## src/rtl/ccg_seq_pkg.sv

```systemverilog
// Shared types and MISR step for the truth-table sequencer.
// Signature accumulation is a CRC-16/CCITT-style shift with data folded in.
package ccg_seq_pkg;

  localparam int SIG_W = 16;
  localparam logic [SIG_W-1:0] MISR_POLY = 16'h1021;

  typedef enum logic [1:0] {
    IDLE   = 2'd0,
    SETTLE = 2'd1,
    EMIT   = 2'd2,
    DONE   = 2'd3
  } state_e;

  function automatic logic [SIG_W-1:0] misr_step(input logic [SIG_W-1:0] sig,
                                                 input logic [SIG_W-1:0] din);
    return {sig[SIG_W-2:0], 1'b0} ^ (sig[SIG_W-1] ? MISR_POLY : '0) ^ din;
  endfunction

endpackage

```

## src/rtl/ccg_misr.sv

```systemverilog
// 16-bit MISR with synchronous clear and step enable; only built when
// CCG_SIG_MISR_EN is defined. Clear wins over enable.
module ccg_misr
  import ccg_seq_pkg::*;
(
  input  logic             clk,
  input  logic             rst,
  input  logic             clr,
  input  logic             en,
  input  logic [SIG_W-1:0] din,
  output logic [SIG_W-1:0] sig
);

  logic [SIG_W-1:0] sig_q, sig_d;

  always_comb begin
    sig_d = sig_q;
    if (clr) begin
      sig_d = '0;
    end else if (en) begin
      sig_d = misr_step(sig_q, din);
    end
  end

  always_ff @(posedge clk or posedge rst) begin
    if (rst) begin
      sig_q <= '0;
    end else begin
      sig_q <= sig_d;
    end
  end

  assign sig = sig_q;

endmodule

```

## src/rtl/ccg_truth_table_sequencer.sv

```systemverilog
// Sweeps a combinational CUT through all 2^N_IN vectors and streams captured rows
// over valid/ready. Optional row signature built only under CCG_SIG_MISR_EN.
module ccg_truth_table_sequencer
  import ccg_seq_pkg::*;
#(
  parameter int N_IN          = 6,
  parameter int N_OUT         = 6,
  parameter int SETTLE_CYCLES = 1
) (
  input  logic             clk,
  input  logic             rst,
  input  logic             start,
  input  logic             abort,
  output logic             busy,
  output logic             done,
  output logic [N_IN-1:0]  dut_x,
  input  logic [N_OUT-1:0] dut_f,
  output logic             tt_valid,
  input  logic             tt_ready,
  output logic [N_IN-1:0]  tt_addr,
  output logic [N_OUT-1:0] tt_data,
  output logic [SIG_W-1:0] signature
);

  localparam int CW = (SETTLE_CYCLES > 1) ? $clog2(SETTLE_CYCLES) : 1;
  localparam logic [CW-1:0]   SETTLE_LAST = CW'(SETTLE_CYCLES - 1);
  localparam logic [N_IN-1:0] VEC_LAST    = '1;

  state_e           state_q, state_d;
  logic [N_IN-1:0]  vec_q, vec_d;
  logic [N_IN-1:0]  dut_x_q, dut_x_d;
  logic [N_IN-1:0]  tt_addr_q, tt_addr_d;
  logic [N_OUT-1:0] tt_data_q, tt_data_d;
  logic [CW-1:0]    settle_q, settle_d;
  logic             start_acc;
  logic             hs;
  logic             in_sweep;

  assign in_sweep  = (state_q == SETTLE) || (state_q == EMIT);
  assign start_acc = (state_q == IDLE) && start && !abort;
  assign hs        = (state_q == EMIT) && tt_ready && !abort;

  always_comb begin
    state_d   = state_q;
    vec_d     = vec_q;
    dut_x_d   = dut_x_q;
    tt_addr_d = tt_addr_q;
    tt_data_d = tt_data_q;
    settle_d  = settle_q;
    case (state_q)
      IDLE: begin
        dut_x_d = '0;
        if (start_acc) begin
          state_d  = SETTLE;
          vec_d    = '0;
          settle_d = '0;
        end
      end
      SETTLE: begin
        if (settle_q == SETTLE_LAST) begin
          tt_data_d = dut_f;
          tt_addr_d = vec_q;
          state_d   = EMIT;
        end else begin
          settle_d = settle_q + 1'b1;
        end
      end
      EMIT: begin
        // Terminal compare keeps vec from ever wrapping past the last vector.
        if (hs) begin
          if (vec_q == VEC_LAST) begin
            state_d = DONE;
            dut_x_d = '0;
          end else begin
            vec_d    = vec_q + 1'b1;
            dut_x_d  = vec_q + 1'b1;
            settle_d = '0;
            state_d  = SETTLE;
          end
        end
      end
      DONE: begin
        state_d = IDLE;
      end
      default: begin
        state_d = IDLE;
      end
    endcase
    if (abort && in_sweep) begin
      state_d = IDLE;
      dut_x_d = '0;
    end
  end

  always_ff @(posedge clk or posedge rst) begin
    if (rst) begin
      state_q   <= IDLE;
      vec_q     <= '0;
      dut_x_q   <= '0;
      tt_addr_q <= '0;
      tt_data_q <= '0;
      settle_q  <= '0;
    end else begin
      state_q   <= state_d;
      vec_q     <= vec_d;
      dut_x_q   <= dut_x_d;
      tt_addr_q <= tt_addr_d;
      tt_data_q <= tt_data_d;
      settle_q  <= settle_d;
    end
  end

  assign busy     = in_sweep;
  assign done     = (state_q == DONE);
  assign tt_valid = (state_q == EMIT);
  assign dut_x    = dut_x_q;
  assign tt_addr  = tt_addr_q;
  assign tt_data  = tt_data_q;

`ifdef CCG_SIG_MISR_EN
  ccg_misr u_misr (
    .clk (clk),
    .rst (rst),
    .clr (start_acc),
    .en  (hs),
    .din (SIG_W'(tt_data_q)),
    .sig (signature)
  );
`else
  assign signature = '0;
`endif

endmodule

```

## config.mk

```make
export PLATFORM = sky130hd
export DESIGN_NAME = ccg_truth_table_sequencer
export DESIGN_NICKNAME = d
export VERILOG_FILES = /design/src/rtl/ccg_seq_pkg.sv /design/src/rtl/ccg_misr.sv /design/src/rtl/ccg_truth_table_sequencer.sv
export SDC_FILE = /design/constraint.sdc
export NUM_CORES = 1
export LEC_CHECK = 0
export ABC_AREA = 0
export ABC_CLOCK_PERIOD_IN_PS = 1550
export CAP_MARGIN = 30
export CORE_MARGIN = 1
export CORE_UTILIZATION = 41
export DETAILED_ROUTE_END_ITERATION = 10
export GPL_TIMING_DRIVEN = 0
export PLACE_DENSITY = 0.75
export SYNTH_ARGS = -nofsm -noshare
export SYNTH_HDL_FRONTEND = slang
export SYNTH_SLANG_ARGS = --single-unit
```

## constraint.sdc

```tcl
create_clock -name clk -period 1.55 [get_ports clk]
set_input_delay 0.155 -clock clk [delete_from_list [all_inputs] [get_ports clk]]
set_output_delay 0.155 -clock clk [all_outputs]
set_load 0.005 [all_outputs]
```

==> results.cfg <==
[worst_setup_path]
start_kind = register
crit_required_ns = 1.78
path_cells = inv_2, ha_4, buf_6, nand3b_1, nor2_4, a21oi_2, a311oi_2
cpMaxStageDelayCell = dfrtp_1
path_class = register to register
cp.arrival_ns = 1.83
slowest_delay_ns = 0.41
endpoint_kind = register
path_max_fanout = 6

[routing]
drc_errors = 0
met3_length_um = 117
wl_per_cell_um = 13.7
dr.pass1.iters = 4
viasPerCell = 4.85
vias = 1163
wl_mm = 3.28
dr_wl_met2_mm = 1.79
ant_nets = 0
drt-met1-wl_mm = 1.29
top_layer = met4
drtIter0Drc = 40

[grt]
first_global_vias = 1064
globalRouteOverflowTotal = 0
grt_max_degree = 27
antenna_found_initial = 0
grt_pass1_wl_mm = 4.84
grt_usage_pct = 18.1

[logic_synthesis]
ys_ff_latch = 26
synth_compound_area_share_pct = 11.2
yosysUniqueCellTypes = 38
synthArstFlopShare_pct = 100
synthAdderAreaFrac_pct = 4.39
seq_area_frac_synth_pct = 45.7
synth-simple-area-share_pct = 15.7
synth_top_family_by_area = simple AND/OR/NAND/NOR gates
netlist_instances = 126
synthesis.area_um2 = 1420
synth_edf_count = 0
synthXorXnorAreaFrac_pct = 1.85
yosysWarnings = 0
syn_avg_cell_area_um2 = 11.3
muxShareOfSynthArea_pct = 10.2
synth_flop_cell = dfrtp_1

[timing]
hold_violations = 0
final_max_slew_viol_count = 0
whs_ns = 0.434
setup_viol = 2
skew_ns = 0.00227
fmax_mhz = 626
layout_setup_ws_ns = -0.0480
fin_crit_sh_pct = 103
grt_setup_unrepaired = yes
fin_crit_ns = 1.60

[floorplanning]
initial_utilization_pct = 42.7
dieWidth_um = 60.9
dieArea_um2 = 3710
rows = 21
io_pins = 48
die_y_um = 60.9
core_area_um2 = 3340

[flow_run]
max_cap_viol_count = 0

[clock_network]
clockBufferDepth = 2
cts_tree = done
numCtsBuffers = 3
root_buffer = clkbuf_4
clk_pin_slew_worst_paths_ns = 0.14
cts_max_level = 1
insertion_delay_ns = 0.32
cts.sinks = 26

[power_and_ir_drop]
comb_power_share_pct = 51.6
vdd_drop_max_mv = 0.742
pwr-share-clk_pct = 15.7
pwr-share-seq_pct = 32.6
p_leak_nw = 1.00
sw_frac_of_total_pct = 32.0
p_switching_mw = 0.951
p_int_mw = 2.02
total_power_mw = 2.98
power.density_nw_per_um2 = 1380

[final_layout]
n_fill_cell = 250
layout_common_cells = 32 x buf_4, 28 x clkdlybuf4s50_1, 24 x dfrtp_1
antennaDiodeCount = 0
final_common_cell = buf_4
finalNetCount = 211
drive_gt1_share_pct = 40.2
syn_to_final_growth_pct = 51.4

[status]
violations = setup timing
outcome = finished with violations

[placement]
routabilityCongestion = 0.790
portBuffers = 31
dp_hpwl_mm = 2.12

[hold_path]
min_path_type = primary input to register
==> repair_timing <==
action,in CTS,in global routing
setup buffers,6,10
hold buffers,0,1
gates resized for setup,14,23
cloned,0,0
endpoints found under the hold margin,0,1
pin swaps,4,15
endpoints found under the setup margin,16,23
==> per-layer routing <==
| layer | vias to the layer above | track usage, % |
|---|---|---|
| li1 | 555 | - |
| met3 | 8 | 3.62 |
| met4 | 0 | 8.12 |
| met2 | 37 | 31.6 |
| met5 | - | 0 |
| met1 | 563 | 21.7 |
==> critical path: cells and delay by family (launching register included) <==
family / cells / cell delay (ns)
AO/OA/AOI/OAI: 2 / 0.36
adder cells (fa/ha/maj): 1 / 0.15
buffers and inverters: 2 / 0.19
flip-flops: 1 / 0.41
AND/OR/NAND/NOR: 2 / 0.41
==> Yosys cell counts, types with 3 or more instances <==
cell,instances,share of area (%)
and3_4,3,2.4
a21oi_1,5,1.8
ha_1,5,4.4
buf_4,17,9.0
o21ai_0,6,2.1
nand2b_1,3,1.3
mux2_2,12,9.5
nor2_1,3,0.79
a22o_1,3,1.8
inv_1,5,1.3
dfrtp_1,26,46
nand2_1,8,2.1
==> stage by stage <==
step           util, %  setup TNS [ns]  instance area (µm²)  worst slack (ns)  instances
2_1_floorplan        -               0                 1490          0.000642        141
3_3_place_gp      55.7          -0.492                 1860            -0.107        218
3_5_place_dp      55.7           -1.27                 1860            -0.233        218
4_1_cts           59.5          -0.161                 1990            -0.123        228
5_1_grt           64.6          -0.795                 2160            -0.112        240
6_report          64.6         -0.0709                 2160           -0.0480        240
==> path summary, 6_finish.rpt <==
check                                            start                      to  slack [ns]  depth (start not counted)
max in group asynchronous                          rst  state_q[1]$_DFFE_PP0P_        0.63                          4
worst max register to register  state_q[0]$_DFFE_PP0P_    vec_q[5]$_DFFE_PP0P_       -0.05                          7
worst min register to register    dut_x[1]$_DFFE_PP0P_    dut_x[1]$_DFFE_PP0P_        0.51                          1
min in group asynchronous                          rst  tt_data[5]$_DFFE_PP0N_        0.56                          3
worst max-delay path            state_q[0]$_DFFE_PP0P_    vec_q[5]$_DFFE_PP0P_       -0.05                          7
worst min-delay path                          dut_f[3]  tt_data[3]$_DFFE_PP0N_        0.43                          2
==> registers in the layout, summed over array words and instances (netlist names) <==
signal   flops
vec_q        6
tt_addr      6
state_q      2
tt_data      6
dut_x        6
==> kinds of logic after synthesis <==
family	Yosys count
flops	26
compound gates	22
fa+ha+maj	5
mux	13
other cells	1
simple gates	33
xor+xnor	3
buf+inv	23
==> cell type report <==
type	count	area (µm²)	area share, %
Timing Repair Buffer	49	469	21.8
Clock inverter	1	30.0	1.39
Sequential cell	26	653	30.3
Clock buffer	3	22.5	1.04
Multi-Input combinational cell	92	766	35.5
Tap cell	46	57.6	2.67
Inverter	5	18.8	0.871
Buffer	18	139	6.44
==> power by group through the flow <==
stage                     combinational, mW  clock, mW  sequential [mW]
after floorplan                       0.619          0            0.972
after global placement                 1.05          0            0.976
after detailed placement               1.08          0            0.990
after CTS                              1.22      0.477            0.970
after global routing                   1.67      0.502            0.994
final                                  1.54      0.468            0.971
Note: power is estimated with default switching activity, not from simulation.
==> RTL edit 1, RTL diff (same flow settings) <==
Add a define of `CCG_SIG_MISR_EN`.
--- a/src/rtl/ccg_truth_table_sequencer.sv
+++ b/src/rtl/ccg_truth_table_sequencer.sv
@@ -1,5 +1,7 @@
 // Sweeps a combinational CUT through all 2^N_IN vectors and streams captured rows
 // over valid/ready. Optional row signature built only under CCG_SIG_MISR_EN.
+`define CCG_SIG_MISR_EN
+
 module ccg_truth_table_sequencer
   import ccg_seq_pkg::*;
 #(
Check against the original RTL: not equivalent (a bounded check fails within 4 cycles, from zero or initial values and one cycle with rst high).
==> RTL edit 1 against the unedited design <==
  * Area after synthesis up 40%
  * Design area increased by 28%
  * Via count increased by 25%
  * Core utilization fell by 3.6 points
  * Total power up 38%
  * Sequential cell count increased by 16
  * Worst setup slack improved by 0.086 ns
  * Wire length increased by 27%
  * Critical path depth unchanged
==> RTL edit 1: results (changes against the unedited design) <==
pre_cts_slack_ns: -0.279  # was -0.233 ns
dpl.hpwl_um: 2840  # was 2120 um
path_delay_family: "simple AND/OR/NAND/NOR gates"  # unchanged
grt_pass1_wl_um: 6660  # was 4840 um
yosys.cell_types.count: 34  # was 38
wl_met2_um: 1860  # was 1790 um
synth_top_cells_by_area: "dfrtp_1, a22o_1, mux2_2"  # was dfrtp_1, mux2_2, buf_4
multi_input_area_sq_um: 935  # was 766 sq um
cts_max_path_buffers: 2  # unchanged
instances_no_fill: 272  # was 240
cts_made_buffers: 5  # was 3
wl_met1_um: 2050  # was 1290 um
placed_area_sq_um: 2560  # was 1860 sq um
port_buffers: 47  # was 31
nNonClkBuffers: 62  # was 67
wl_per_cell_um: 15.3  # was 13.7 um
grtUsageMet3: 0.0464  # was 0.0362
regToRegSetupSlack_ns: 0.04  # was -0.05 ns
power_leakage_nw: 1.25  # was 1.00 nW
grt_max_degree: 43  # was 27
insertion_delay_ns: 0.29  # was 0.32 ns
hold_path_end: "state_q[1]"  # was tt_data[3]
vias: 1459  # was 1163
r2r-start: "state_q[1]"  # was state_q[0]
yosys-top-cells-count: "dfrtp_1, a22o_1, mux2_2, nand2_1, xor2_1"  # was dfrtp_1, buf_4, mux2_2
grt_use_total: 0.169  # was 0.181
whs_ns: 0.333  # was 0.434 ns
place.gp.congestion: 0.758  # was 0.790
clkbuf_count: 7  # was 3
syn_avg_cell_area_sq_um: 12.5  # was 11.3 sq um
critPathArrivalTime_ns: 1.74  # was 1.83 ns
synth_nets: 175
final-clk-cell-share: 0.0332  # was 0.0244
seq_area_sq_um: 1050  # was 653 sq um
status: "complete, no violations"  # was complete, but fails checks
grt_pass1_vias: 1412  # was 1064
yosysSeqAreaShare: 0.529  # was 0.457
hold_start: "abort"  # was dut_f[3]
fmax_mhz: 661  # was 626 MHz
nNetsFinal: 235  # was 211
place_inst: 258  # was 218
finClkSkew_ns: 0.00503  # was 0.00227 ns
use_met1: 0.240  # was 0.217
cts-root-buf: "clkbuf_8"  # was clkbuf_4
antenna_found_initial: 0  # unchanged
endpoint: "u_misr.sig[9]"  # was vec_q[5]
htreeDepth: 2  # was 1
max-vdd-ir-drop_v: 0.000791  # was 0.000742 V
nFillCells: 369  # was 250
dr_wl_met3_um: 224  # was 117 um
use_met2: 0.257  # was 0.316
inverters: 4  # was 5
synth_seq_cells: 42  # was 26
[RTL edit 1: logic make-up after synthesis]
logic type	share of synthesized area
compound gates	0.183
xor+xnor	0.0529
fa+ha+maj	0.0315
buf+inv	0.0447
flops	0.529
mux	0.0680
simple gates	0.0919
[RTL edit 1: power breakdown]
part | total (mW) | leakage (nW) | internal, mW | switching [mW]
clock network | 0.716 | 0.0482 | 0.359 | 0.357
logic | 1.87 | 0.637 | 1.04 | 0.831
registers | 1.52 | 0.566 | 1.32 | 0.195
[RTL edit 1: repair_timing]
action | 4_1_cts | 5_1_grt
setup endpoints to repair | 35 | 22
setup buffers | 5 | 3
resized for setup | 12 | 9
gates cloned | 0 | 1
pin swaps | 3 | 6
[RTL edit 1: worst reg2reg max path, cell delays in order, from the launching register on]
cell and delay, ns:
dfrtp_1 0.38, buf_6 0.13, ha_4 0.20, nand2_4 0.07, nor2_4 0.21, and2_4 0.20
buf_6 0.13, a22o_1 0.13
==> RTL edit 2, RTL diff (same flow settings) <==
Without the edit above. Encoding of `state_e`: now one-hot (4 bits for 4 states).
--- a/src/rtl/ccg_seq_pkg.sv
+++ b/src/rtl/ccg_seq_pkg.sv
@@ -5,11 +5,11 @@
   localparam int SIG_W = 16;
   localparam logic [SIG_W-1:0] MISR_POLY = 16'h1021;
 
-  typedef enum logic [1:0] {
-    IDLE   = 2'd0,
-    SETTLE = 2'd1,
-    EMIT   = 2'd2,
-    DONE   = 2'd3
+  typedef enum logic [3:0] {
+    IDLE   = 4'b0001,
+    SETTLE = 4'b0010,
+    EMIT   = 4'b0100,
+    DONE   = 4'b1000
   } state_e;
 
   function automatic logic [SIG_W-1:0] misr_step(input logic [SIG_W-1:0] sig,
Behaviour: same outputs for any inputs over 10 cycles, from zero or initial values and one cycle with rst high; not proved beyond that.
==> RTL edit 2 against the unedited design <==
  * The flow still finishes with violations (negative setup slack)
  * Design area down 0.75%
  * Non-clock buffer count down 4
  * Sequential cell count up 2
  * Core utilization down 0.49 points
  * Maximum frequency down 6.9%
  * Wire length down 10%
  * Synthesized cell count down 4.8%
  * Area after synthesis up 0.62%
  * Worst setup slack worse by 0.12 ns
  * Die area up 0.59%
  * Critical endpoint is now vec_q[0]
Power is not compared: it rests on default switching activity, and its combinational part moved more than twofold at a synthesized area within 25%.
==> RTL edit 2: results (changes against the unedited design) <==
status: "complete, but fails checks"  # unchanged
violations: "negative setup slack"  # unchanged
cp_max_fo: 6  # unchanged
seq_area_sq_um: 704  # was 653 sq um
placed_area_sq_um: 1890  # was 1860 sq um
finClkSkew_ns: 0.00241  # was 0.00227 ns
setup_viol: 13  # was 2
clk_pin_slew_worst_paths_ns: 0.14  # about the same
nNetsFinal: 195  # was 211
grt_use_total: 0.166  # was 0.181
wl_per_cell_um: 12.9  # was 13.7 um
synth_top_cells_by_area: "dfrtp_1, mux2_2, buf_4"  # unchanged
pre_cts_slack_ns: -0.450  # was -0.233 ns
synth_seq_cells: 28  # was 26
hold_path_class: "input pin to async pin"  # was input pin to flop
vias: 1092  # was 1163
ff2ff_path_depth: 5  # was 7
grt_pass1_wl_um: 4570  # was 4840 um
yosys.cell_types.count: 40  # was 38
drive_gt1_frac: 0.423  # was 0.402
seq_share: 0.329  # was 0.303
path_delay_family: "flip-flops"  # was simple AND/OR/NAND/NOR gates
grt_pass1_vias: 1001  # was 1064
multi_input_area_share: 0.341  # was 0.355
syn_avg_cell_area_sq_um: 11.9  # was 11.3 sq um
cp_slowest_cell: "dfstp_2"  # was dfrtp_1
place.gp.congestion: 0.787  # was 0.790
finalWorstSetupSlack_ns: -0.167  # was -0.0480 ns
worst_path_largest_cell_delay_ns: 0.58  # was 0.41 ns
dpl.hpwl_um: 2020  # was 2120 um
multi_input_comb_cells: 83  # was 92
place_inst: 213  # was 218
inverters: 4  # was 5
critPathArrivalTime_ns: 1.94  # was 1.83 ns
clkbuf_count: 4  # was 3
nFillCells: 279  # was 250
tns_ns: -1.24  # was -0.0709 ns
buf_share: 0.279  # was 0.282
instances_no_fill: 228  # was 240
nNonClkBuffers: 63  # was 67
drt_iter0_markers: 36  # was 40
grt_max_degree: 19  # was 27
yosys-top-cells-count: "dfrtp_1, buf_4, mux2_2"  # unchanged
synth_warnings: 0  # unchanged
## RTL edit 2: cell types whose count changed in the layout (fill, tap and decap cells not counted), moves of 3 or more
cell     delta
a21o_2      +3
and3_4      -3
buf_4       -7
buf_6       +3
mux2_2      -8
mux2_4      +9
nand2_1     -4
o21ai_0     +4
o21ai_1     -6
## RTL edit 2: final timing paths
check                                 from          to  slack, ns
worst max register to register  state_q[0]    vec_q[0]      -0.17
worst min register to register    dut_x[5]    dut_x[5]       0.50
worst min-delay path                   rst    vec_q[4]       0.13
worst max-delay path            state_q[0]    vec_q[0]      -0.17
max in group asynchronous              rst  tt_data[0]       0.97
min in group clk                  dut_f[0]  tt_data[0]       0.43
## RTL edit 2: layer usage
layer | up-vias | wire, um | share of wire | GRT usage
met3 | 2 | 119 | 0.040 | 0.0315
li1 | 513 | - | - | -
met4 | 0 | 27 | 0.0092 | 0.0487
met2 | 34 | 1510 | 0.51 | 0.278
met5 | - | 0 | 0 | 0
met1 | 543 | 1280 | 0.44 | 0.219
## RTL edit 2: logic make-up after synthesis
group / count (synthesis) / synth area share
AOI/OAI and AO/OA: 24 / 0.134
xor gates and xnor gates: 4 / 0.0245
adders and majority gates: 1 / 0.00873
buffers and inverters: 24 / 0.109
DFF: 28 / 0.490
muxes: 13 / 0.105
other: 1 / 0.00262
and+or+nand+nor: 25 / 0.127
## RTL edit 2: where the power goes
| part | total (mW) | leakage, nW | internal (mW) | switching, mW |
|---|---|---|---|---|
| clock | 0.345 | 0.0210 | 0.144 | 0.201 |
| combinational | 0.382 | 0.608 | 0.256 | 0.126 |
| sequential | 0.822 | 0.374 | 0.789 | 0.0325 |
## RTL edit 2: repair_timing
item,in CTS,in global routing
endpoints found under the setup margin,24,24
gates resized for setup,23,24
setup buffers,8,5
pin swaps,7,9
hold endpoints to repair,0,0
